## src/rtl/seg_scan_ctrl.sv

```systemverilog
// seg_scan_ctrl: time-multiplexed common-anode 7-seg scanner
// with double-buffered frames committed at frame boundaries.
module seg_scan_ctrl #(
  parameter int NUM_DIGITS  = 4,
  parameter int TICK_DIV    = 1000,
  parameter int BLANK_TICKS = 1,
  parameter int SHOW_TICKS  = 15
) (
  input  logic                    clk,
  input  logic                    rst,
  input  logic                    enable,
  input  logic                    load,
  input  logic [4*NUM_DIGITS-1:0] data_in,
  input  logic [NUM_DIGITS-1:0]   dp_in,
  output logic [3:0]              nibble_out,
  output logic                    dp_out,
  output logic [NUM_DIGITS-1:0]   digit_an,
  output logic                    frame_done,
  output logic                    pending
);
  localparam int IW = $clog2(NUM_DIGITS);
  localparam int PW = (TICK_DIV > 1) ? $clog2(TICK_DIV) : 1;
  localparam int MT = (BLANK_TICKS > SHOW_TICKS) ?
                      BLANK_TICKS : SHOW_TICKS;
  localparam int TW = $clog2(MT + 1);

  typedef enum logic [1:0] {IDLE, BLANK, SHOW} state_t;

  state_t                  state, state_n;
  logic [IW-1:0]           idx, idx_n;
  logic [PW-1:0]           presc, presc_n;
  logic [TW-1:0]           tcnt, tcnt_n;
  logic [3:0]              nib_n;
  logic                    dp_n;
  logic [NUM_DIGITS-1:0]   an_n;
  logic                    fd_n;
  logic [4*NUM_DIGITS-1:0] act_data, pend_data;
  logic [NUM_DIGITS-1:0]   act_dp, pend_dp;
  logic                    tick, last, commit;
  logic [NUM_DIGITS-1:0]   an_sel;

  always_comb begin
    tick   = (state != IDLE) &&
             (presc == PW'(TICK_DIV - 1));
    last   = (idx == IW'(NUM_DIGITS - 1));
    an_sel = ~(NUM_DIGITS'(1) << idx);
    commit = frame_done || (state == IDLE);
  end

  always_comb begin
    state_n = state;
    idx_n   = idx;
    presc_n = tick ? '0 : presc + PW'(1);
    tcnt_n  = tcnt;
    nib_n   = nibble_out;
    dp_n    = dp_out;
    an_n    = '1;
    fd_n    = 1'b0;
    unique case (state)
      IDLE: begin
        presc_n = '0;
        idx_n   = '0;
        tcnt_n  = '0;
        if (enable) state_n = BLANK;
      end
      BLANK: begin
        if (tick) begin
          if (tcnt == TW'(BLANK_TICKS - 1)) begin
            state_n = SHOW;
            tcnt_n  = '0;
            an_n    = an_sel;
            nib_n   = act_data[{idx, 2'b00} +: 4];
            dp_n    = ~act_dp[idx];
          end else begin
            tcnt_n = tcnt + TW'(1);
          end
        end
      end
      SHOW: begin
        an_n = an_sel;
        if (tick) begin
          if (tcnt == TW'(SHOW_TICKS - 1)) begin
            state_n = BLANK;
            tcnt_n  = '0;
            an_n    = '1;
            idx_n   = last ? '0 : idx + IW'(1);
            fd_n    = last;
          end else begin
            tcnt_n = tcnt + TW'(1);
          end
        end
      end
      default: state_n = IDLE;
    endcase
    // dropping enable mid-scan aborts the frame silently
    if (!enable && state != IDLE) begin
      state_n = IDLE;
      idx_n   = '0;
      tcnt_n  = '0;
      presc_n = '0;
      an_n    = '1;
      fd_n    = 1'b0;
    end
  end

  always_ff @(posedge clk) begin
    if (rst) begin
      state      <= IDLE;
      idx        <= '0;
      presc      <= '0;
      tcnt       <= '0;
      nibble_out <= '0;
      dp_out     <= 1'b1;
      digit_an   <= '1;
      frame_done <= 1'b0;
    end else begin
      state      <= state_n;
      idx        <= idx_n;
      presc      <= presc_n;
      tcnt       <= tcnt_n;
      nibble_out <= nib_n;
      dp_out     <= dp_n;
      digit_an   <= an_n;
      frame_done <= fd_n;
    end
  end

  // commit window is the frame_done cycle or any idle cycle
  always_ff @(posedge clk) begin
    if (rst) begin
      act_data  <= '0;
      act_dp    <= '0;
      pend_data <= '0;
      pend_dp   <= '0;
      pending   <= 1'b0;
    end else if (load && commit) begin
      act_data <= data_in;
      act_dp   <= dp_in;
      pending  <= 1'b0;
    end else if (load) begin
      pend_data <= data_in;
      pend_dp   <= dp_in;
      pending   <= 1'b1;
    end else if (commit && pending) begin
      act_data <= pend_data;
      act_dp   <= pend_dp;
      pending  <= 1'b0;
    end
  end

endmodule

```

## config.mk

```make
export PLATFORM = sky130hd
export DESIGN_NAME = seg_scan_ctrl
export DESIGN_NICKNAME = d
export VERILOG_FILES = /design/src/rtl/seg_scan_ctrl.sv
export SDC_FILE = /design/constraint.sdc
export NUM_CORES = 1
export LEC_CHECK = 0
export CORE_MARGIN = 2
export CORE_UTILIZATION = 40
export DETAILED_ROUTE_END_ITERATION = 7
export GPL_ROUTABILITY_DRIVEN = 0
export SLEW_MARGIN = 20
export SYNTH_ARGS = -nofsm -noshare
export SYNTH_HDL_FRONTEND = slang
export SYNTH_SLANG_ARGS = --single-unit
```

## constraint.sdc

```tcl
create_clock -name clk -period 1.9 [get_ports clk]
set_input_delay 0.19 -clock clk [delete_from_list [all_inputs] [get_ports clk]]
set_output_delay 0.19 -clock clk [all_outputs]
set_load 0.05 [all_outputs]
```

==> impl_metrics.ini, run 1 <==
[clock_network]
cts_sinks = 69
cts_htree_levels = 3
cts_tree = done
clock_path_buffers = 2
clk_pin_slew_ps = 80
cts_buffers = 9
root_buffer = clkbuf_8
clk-insertion-delay-late_ps = 340

[global_route]
grt_pass1_wl_mm = 13.1
grt_overflow = 0
grt_usage = 0.189
antenna_found_initial = 0
grt_pass1_vias = 2750
grt_max_degree = 27

[synthesis]
syn_area_per_cell_um2 = 8.83
syn_inst = 379
yosysWarnings = 0
synthFlopType = dfxtp_1
synthArstFlopShare = 0
synthMuxAreaShare = 0.0994
syn_area_um2 = 3350
synth_top_family_by_area = simple AND/OR/NAND/NOR gates
ys_seq_area_frac = 0.413
ys_types = 49
ys_ff_latch = 69
syn_nets = 415
synth_fa_ha_area_frac = 0.0448
synth_compound_area_frac = 0.136
synthXorXnorAreaFrac = 0.0209
synth_edf_count = 0
yosys.area_share.simple = 0.245

[pwr]
irDropWorstVdd_uv = 392
pwr_density_cell_nw_per_um2 = 867
p_total_mw = 3.68
cellLeakagePower_nw = 1.54

[floorplanning]
die_height_um = 95.5
ios = 35
core-area_um2 = 8180
fp.dieW_um = 95.5
start_util = 0.410
fp.dieArea_um2 = 9120
fp-row-count = 33

[sta]
timing.final.crit_share = 0.975
finalCriticalPeriod_ps = 1850
slew_viol_final = 0
rsz0062_at_grt = yes
finalHoldViolCount = 0
setup_viol = 0
setup_tns_ps = 0
relSlewSlack = 0.634
fin_skew_ps = 6.12
fmax_mhz = 540
worst_slew_pin_slew_ps = 548

[cells_and_area]
fin_nets = 465
drive_above_1_share = 0.182
final_cell_mix = dfxtp_1 (64), nand2_1 (57), nor2_1 (38)
design_area_um2 = 4250
area_growth_pct = 26.9
final_cells = 538
diodes = 0
final_common_cell = dfxtp_1
finish.utilization = 0.520
fill_cells = 759

[route]
drtIter0Drc = 169
drcViolationCount = 0
drt-total-wl_mm = 7.61
wl_per_cell_um = 14.1
vias = 2759
via_per_inst = 5.13
drtPass1Iterations = 4
antenna_left = 0

[placed_design]
hpwl_mm = 5.56
io_buffers = 34
dp.cells = 522
place_area_um2 = 3950

[worst_setup_path]
crit_path_max_fanout = 6
start_kind = flip-flop
crit_path_cell_trace = inv_2, ha_4, nand4_1, or4_4, or4_4, o31ai_1
rrSetupSlack_ps = 50
cp_common_cell = or4_4
slowest_delay_ps = 550
critPathSlowestCell = or4_4
required_ps = 2140
crit_arrival_ps = 2090
cp-end-kind = flip-flop
crit_type = reg2reg

[job]
maxCapViolations = 0

[status]
status = finished, final reports clean

[min_path]
hp-class = in2reg
-- cells by family (layout without fill, tap and decap cells) --
group,Yosys count,in the layout
DFF,69,69
AOI/OAI and AO/OA,69,69
buffers and inverters,36,90
and+or+nand+nor,158,158
adders and majority gates,12,12
muxes,27,27
xor gates and xnor gates,8,8
-- Yosys cell counts (3+ instances only) --
| master | n | area share |
|---|---|---|
| nand3_1 | 9 | 0.013 |
| inv_1 | 12 | 0.013 |
| mux2i_1 | 22 | 0.066 |
| nor3_1 | 3 | 0.0045 |
| o21ai_0 | 3 | 0.0045 |
| clkbuf_1 | 21 | 0.024 |
| o2bb2ai_1 | 3 | 0.0078 |
| nand2_1 | 57 | 0.064 |
| ha_1 | 12 | 0.045 |
| nand2b_1 | 18 | 0.034 |
| xnor2_1 | 6 | 0.016 |
| nor2_1 | 40 | 0.045 |
| nor3b_1 | 3 | 0.0067 |
| nor2b_1 | 4 | 0.0075 |
| mux4_2 | 5 | 0.034 |
| and3_1 | 3 | 0.0056 |
| or4_1 | 3 | 0.0067 |
| a21oi_1 | 29 | 0.043 |
| dfxtp_1 | 69 | 0.41 |
| a211oi_1 | 18 | 0.040 |
-- per-layer routing --
metal / vias to the layer above / wire length [um] / global-route usage
met2: 50 / 3620 / 0.311
li1: 1417 / - / -
met4: 0 / 129 / 0.0845
met3: 10 / 237 / 0.0379
met5: - / 0 / 0
met1: 1282 / 3620 / 0.238
-- timing repair --
action | CTS | global route
setup buffers | 0 | 1
setup endpoints to repair | 1 | 28
gates cloned | 0 | 0
resized for setup | 1 | 17
hold buffers | 0 | 0
-- critical path: cells and delay by family, from the launching register on --
| kind | cells | cell delay, ps |
|---|---|---|
| simple gates | 3 | 1070 |
| flops | 1 | 340 |
| fa+ha+maj | 1 | 170 |
| compound gates | 1 | 90 |
| buf+inv | 1 | 80 |
-- final timing paths --
path / from / endpoint / cells after the start
min: data_in[4] / pend_data[4]$_SDFFE_PP0P_ / 3
max reg2reg: state[0]$_SDFFE_PP0P_ / idx[0]$_SDFFE_PP0P_ / 6
max: state[0]$_SDFFE_PP0P_ / idx[0]$_SDFFE_PP0P_ / 6
min reg2reg: presc[0]$_SDFF_PP0_ / presc[0]$_SDFF_PP0_ / 1
-- metrics by stage --
stage,hold WS (ps),worst slack (ps)
6_report,423,47.9
5_1_grt,417,-16.4
4_1_cts,408,4.08
3_5_place_dp,440,18.0
3_3_place_gp,427,41.3
2_1_floorplan,326,5.81
-- power breakdown --
| group | switching, mW | total [mW] | internal [mW] |
|---|---|---|---|
| Clock | 0.553 | 1.42 | 0.867 |
| Sequential | 0.0500 | 1.60 | 1.55 |
| Combinational | 0.358 | 0.666 | 0.308 |
| Total | 0.961 | 3.68 | 2.72 |
-- registers in the layout, summed over array words and instances, names as in the netlist --
name and cells:
pend_data 16, idx 2, act_dp 4, pending 1, nibble_out 4, frame_done 1
state 2, dp_out 1, digit_an 4, presc 10, pend_dp 4, act_data 16
tcnt 4
-- cell type report --
class	count	area (um^2)	area share
multi-input cells	274	1880	0.442
flip-flops and latches	69	1390	0.327
repair buffers	63	568	0.134
well taps	105	131	0.0309
clock buffers	9	124	0.0292
clock inverters	6	111	0.0262
inverters	12	45.0	0.0106
Power figures use the tool's default switching activity.
==> run 2, diff against run 1 <==
- ABC_AREA: not set -> 1
- CAP_MARGIN: not set -> 5
==> impl_metrics.ini, run 2 <==
[status]
status = finished, final reports clean

[placed_design]
hpwl_mm = 5.10
io_buffers = 34

[floorplanning]
fp-row-count = 32
fp.dieArea_um2 = 8490
fp.dieW_um = 92.2
start_util = 0.407
ios = 35
die_height_um = 92.2
core-area_um2 = 7650

[route]
drt-total-wl_mm = 7.52
drtIter0Drc = 155
antenna_left = 0
via_per_inst = 5.12
drtPass1Iterations = 4
vias = 2869
drcViolationCount = 0
wl_per_cell_um = 13.4

[worst_setup_path]
rrSetupSlack_ps = 110
start_kind = flip-flop
crit_path_max_fanout = 10
cp-end-kind = flip-flop
required_ps = 2130
crit_arrival_ps = 2020
crit_type = reg2reg

[synthesis]
syn_nets = 450
ys_ff_latch = 69
ys_types = 29
synth_top_area_frac = 0.444
synthFlopType = dfxtp_1
syn_area_per_cell_um2 = 7.51
synth.largest_area_cell = dfxtp_1
yosysMostFrequentCell = dfxtp_1
yosysWarnings = 0
synth_edf_count = 0
synth_area_leaders = dfxtp_1 (44%), nand2_1 (8.1%), o21ai_0 (6.8%)
syn_area_um2 = 3110
ys_seq_area_frac = 0.444
synthArstFlopShare = 0
synth_commonest_cells = dfxtp_1 (69), nand2_1 (67), nor2_1 (55), o21ai_0 (42), a21oi_1 (40)
syn_inst = 414

[sta]
fin_skew_ps = 9.85
timing.final.crit_share = 0.943
slew_viol_final = 0
finalCriticalPeriod_ps = 1790
setup_viol = 0
relSlewSlack = 0.541
finalHoldViolCount = 0
fmax_mhz = 558
worst_slew_pin_slew_ps = 686
rsz0062_at_grt = yes
setup_tns_ps = 0

[cells_and_area]
final_common_cell = dfxtp_1
final_cell_mix = dfxtp_1 (69), nand2_1 (66), nor2_1 (50)
diodes = 0
fin_nets = 489
area_growth_pct = 24.3
top_regs = act_data x16, pend_data x16, presc x10
finish.utilization = 0.506
drive_above_1_share = 0.116

[clock_network]
cts_buffers = 9
holdBufCountCts = 0
cts_htree_levels = 3
clk_pin_slew_ps = 80
clock_path_buffers = 2
root_buffer = clkbuf_8
cts_tree = done
cts_sinks = 69
clk-insertion-delay-late_ps = 340

[pwr]
cellLeakagePower_nw = 1.49
pwr_density_cell_nw_per_um2 = 1230
irDropWorstVdd_uv = 533

[global_route]
grt_pass1_vias = 2686
antenna_found_initial = 0
grt_max_degree = 39
grt_pass1_wl_mm = 12.6
grt_overflow = 0
grt_usage = 0.184

[min_path]
hp-class = in2reg

[job]
maxCapViolations = 0
==> run 2: changes by cell type after synthesis, moves of 10 or more <==
cell | previous run | this run
a211oi_1 | 18 | 0
mux2i_1 | 22 | 0
o21ai_0 | 3 | 42
a21oi_1 | 29 | 40
nand2b_1 | 18 | 0
inv_1 | 12 | 27
o22ai_1 | 2 | 25
nand2_1 | 57 | 67
nor2_1 | 40 | 55
==> run 2: routing by layer <==
metal | wire (um) | GRT usage | part of all wire
met4 | 82 | 0.0721 | 0.011
met2 | 3650 | 0.299 | 0.49
met1 | 3490 | 0.239 | 0.46
met5 | 0 | 0 | 0
met3 | 298 | 0.0411 | 0.040
==> run 2: area by class of cell <==
cell class / instances / area, um^2
flip-flops and latches: 69 / 1380
repair buffers: 48 / 449
clock buffers: 13 / 159
multi-input cells: 295 / 1590
inverters: 29 / 113
clock inverters: 3 / 43.8
well taps: 102 / 128
repair inverters: 1 / 7.51
fillers: 785 / 3780
==> run 2: cell families (layout without fill, tap and decap cells) <==
group	count (synthesis)	after routing	share of synthesized area
adder cells (fa/ha/maj)	12	12	0.0483
XOR/XNOR	3	3	0.00845
buffers and inverters	50	94	0.0640
flip-flops	69	69	0.444
AO/OA/AOI/OAI	111	111	0.194
AND/OR/NAND/NOR	169	169	0.241
==> run 2: power by group <==
group	total [mW]	switching, mW	internal [mW]	leakage, nW
clock	1.22	0.542	0.680	0.104
sequential	1.86	0.156	1.71	0.563
combinational	1.66	1.05	0.603	0.822
total	4.74	1.75	2.99	1.49
==> run 2: worst max-delay path, stage by stage (launching register included) <==
cell        delay, ps
dfxtp_1           330
inv_1              60
ha_1              210
nor2_2            200
buf_4             160
inv_1              90
nor2_4            190
clkinvlp_4        110
buf_4             180
nor2_1             90
nor2_1             50
==> run 2: path summary, 6_finish.rpt <==
path	depth (start not counted)	to	startpoint
max	10	pend_data[13]$_SDFFE_PP0P_	state[0]$_SDFFE_PP0P_
min	3	pend_data[4]$_SDFFE_PP0P_	data_in[4]
max reg2reg	10	pend_data[13]$_SDFFE_PP0P_	state[0]$_SDFFE_PP0P_
min reg2reg	1	presc[0]$_SDFF_PP0_	presc[0]$_SDFF_PP0_
==> run 2: metrics by stage <==
| step | hold slack (ps) | std cells | area (um^2) | power, mW | setup slack (ps) |
|---|---|---|---|---|---|
| 2_1_floorplan | 325 | 414 | 3110 | 2.99 | 398 |
| 3_3_place_gp | 429 | 541 | 3580 | 3.44 | -377 |
| 3_5_place_dp | 440 | 541 | 3590 | 3.47 | -64.7 |
| 4_1_cts | 426 | 557 | 3790 | 4.70 | 11.0 |
| 5_1_grt | 451 | 560 | 3870 | 5.08 | -41.5 |
| 6_report | 437 | 560 | 3870 | 4.74 | 108 |
==> run 2: repair_timing <==
action	CTS	global route
setup buffers	0	2
setup endpoints to repair	0	46
resized for setup	0	13
==> run 3, diff against run 2 <==
- CORE_UTILIZATION: 40 -> 30
- TNS_END_PERCENT: not set -> 50
==> impl_metrics.ini, run 3 (synthesis results as in run 2) <==
[floorplanning]
start_util = 0.305
fp.dieArea_um2 = 11200
fp.dieW_um = 106
ios = 35
core-area_um2 = 10200
die_height_um = 106
fp-row-count = 37

[worst_setup_path]
crit_path_max_fanout = 2
slowest_delay_ps = 830
cp_top_family = buffers and inverters
timing.rr.start = state[0]$_SDFFE_PP0P_
startpoint = frame_done$_SDFF_PP0_
crit_buf_inv = 1
critPathSlowestCell = clkdlybuf4s50_1
cp-end-kind = primary output
crit_arrival_ps = 1580
start_kind = flip-flop
crit_type = reg2out
crit_path_cell_trace = clkdlybuf4s50_1
required_ps = 1710

[sta]
finalHoldViolCount = 0
setup_tns_ps = 0
worst_slew_pin_slew_ps = 691
slew_viol_final = 0
finalCriticalPeriod_ps = 1770
fin_skew_ps = 9.31
timing.final.crit_share = 0.932
relSlewSlack = 0.538
fmax_mhz = 565
rsz0062_at_grt = yes
whs_ps = 426
setup_viol = 0

[cells_and_area]
fill_cells = 1051
top_regs = act_data x16, pend_data x16, presc x10
area_growth_pct = 24.9
finish.utilization = 0.381
diodes = 0
regArea_um2 = 1380
multi_input_area_um2 = 1570
drive_above_1_share = 0.114
final_cells = 592
final_cell_mix = nand2_1 (67), dfxtp_1 (67), nor2_1 (52)
fin_nets = 487

[clock_network]
cts_tree = done
clk-insertion-delay-late_ps = 350
root_buffer = clkbuf_8
cts_sinks = 69
cts_htree_levels = 3
cts_buffers = 9
holdBufCountCts = 0
clk_pin_slew_ps = 80
clock_path_buffers = 2

[global_route]
grt_pass1_wl_mm = 12.4
grt_overflow = 0
antenna_found_initial = 0
grt_usage = 0.136
grt_pass1_vias = 2713
grt_max_degree = 41

[route]
drcViolationCount = 0
drtIter0Drc = 140
via_per_inst = 4.84
antenna_left = 0
vias = 2864
drtPass1Iterations = 4
wl_per_cell_um = 12.5
drt-total-wl_mm = 7.40

[pwr]
switching_share = 0.374
combPwrFrac = 0.346
p_seq_frac = 0.397
pwr_density_cell_nw_per_um2 = 1210
cellLeakagePower_nw = 1.47
irDropWorstVdd_uv = 607
internal_power_mw = 2.93
p_switching_mw = 1.75
power_frac_clock = 0.258

[placed_design]
hpwl_mm = 5.16
io_buffers = 34
dp.cells = 573

[job]
maxCapViolations = 0

[status]
status = finished, final reports clean

[min_path]
hp-start = data_in[4]
hp-class = in2reg
run 3: worst reg2reg max path: stages, from the launching register on:
cell and delay, ps:
dfxtp_2 350, inv_1 70, ha_2 210, nor2_4 160, buf_4 140, inv_1 70, nor2_4 220, clkinvlp_4 110
buf_4 180, nor2_1 90, nor2_1 50
run 3: timing repair:
item | in CTS | in global routing
resized for setup | 2 | 12
buffers inserted | 0 | 2
gates cloned | 0 | 1
endpoints found under the setup margin | 40 | 42
pin swaps | 0 | 3
run 3: layout make-up:
type	count	share of cell area
Clock buffer	11	0.0364
Clock inverter	5	0.0155
Inverter	29	0.0290
Multi-Input combinational cell	295	0.405
Sequential cell	69	0.356
Tap cell	136	0.0438
Timing Repair Buffer	46	0.112
Timing Repair inverter	1	0.00193
run 3: final timing paths:
check | slack [ps] | depth (start not counted) | to
setup reg to reg | 140 | 10 | pend_data[12]$_SDFFE_PP0P_
hold / removal | 430 | 3 | pend_data[4]$_SDFFE_PP0P_
setup / recovery | 130 | 1 | frame_done
hold reg to reg | 450 | 1 | presc[0]$_SDFF_PP0_
run 3: routing by layer:
layer | track usage | vias up | wire length [um] | part of all wire
met2 | 0.224 | 66 | 3500 | 0.47
met4 | 0.0470 | 0 | 113 | 0.015
met3 | 0.0421 | 10 | 342 | 0.046
met1 | 0.169 | 1317 | 3450 | 0.47
li1 | - | 1471 | - | -
met5 | 0 | - | 0 | 0
run 3: power by group through the flow:
| stage | combinational (mW) | sequential, mW | clock, mW |
|---|---|---|---|
| 4_1_cts | 1.55 | 1.86 | 1.24 |
| 3_5_place_dp | 1.52 | 1.89 | 0 |
| 3_3_place_gp | 1.50 | 1.88 | 0 |
| 2_1_floorplan | 1.05 | 1.93 | 0 |
| 5_1_grt | 1.83 | 1.89 | 1.30 |
| 6_report | 1.62 | 1.86 | 1.21 |
run 3: stage by stage:
step	setup slack (ps)	instance area, um^2	power, mW
3_5_place_dp	-197	3610	3.42
2_1_floorplan	398	3110	2.99
3_3_place_gp	-112	3610	3.38
5_1_grt	-3.61	3880	5.02
6_report	130	3880	4.68
4_1_cts	-11.4	3820	4.64
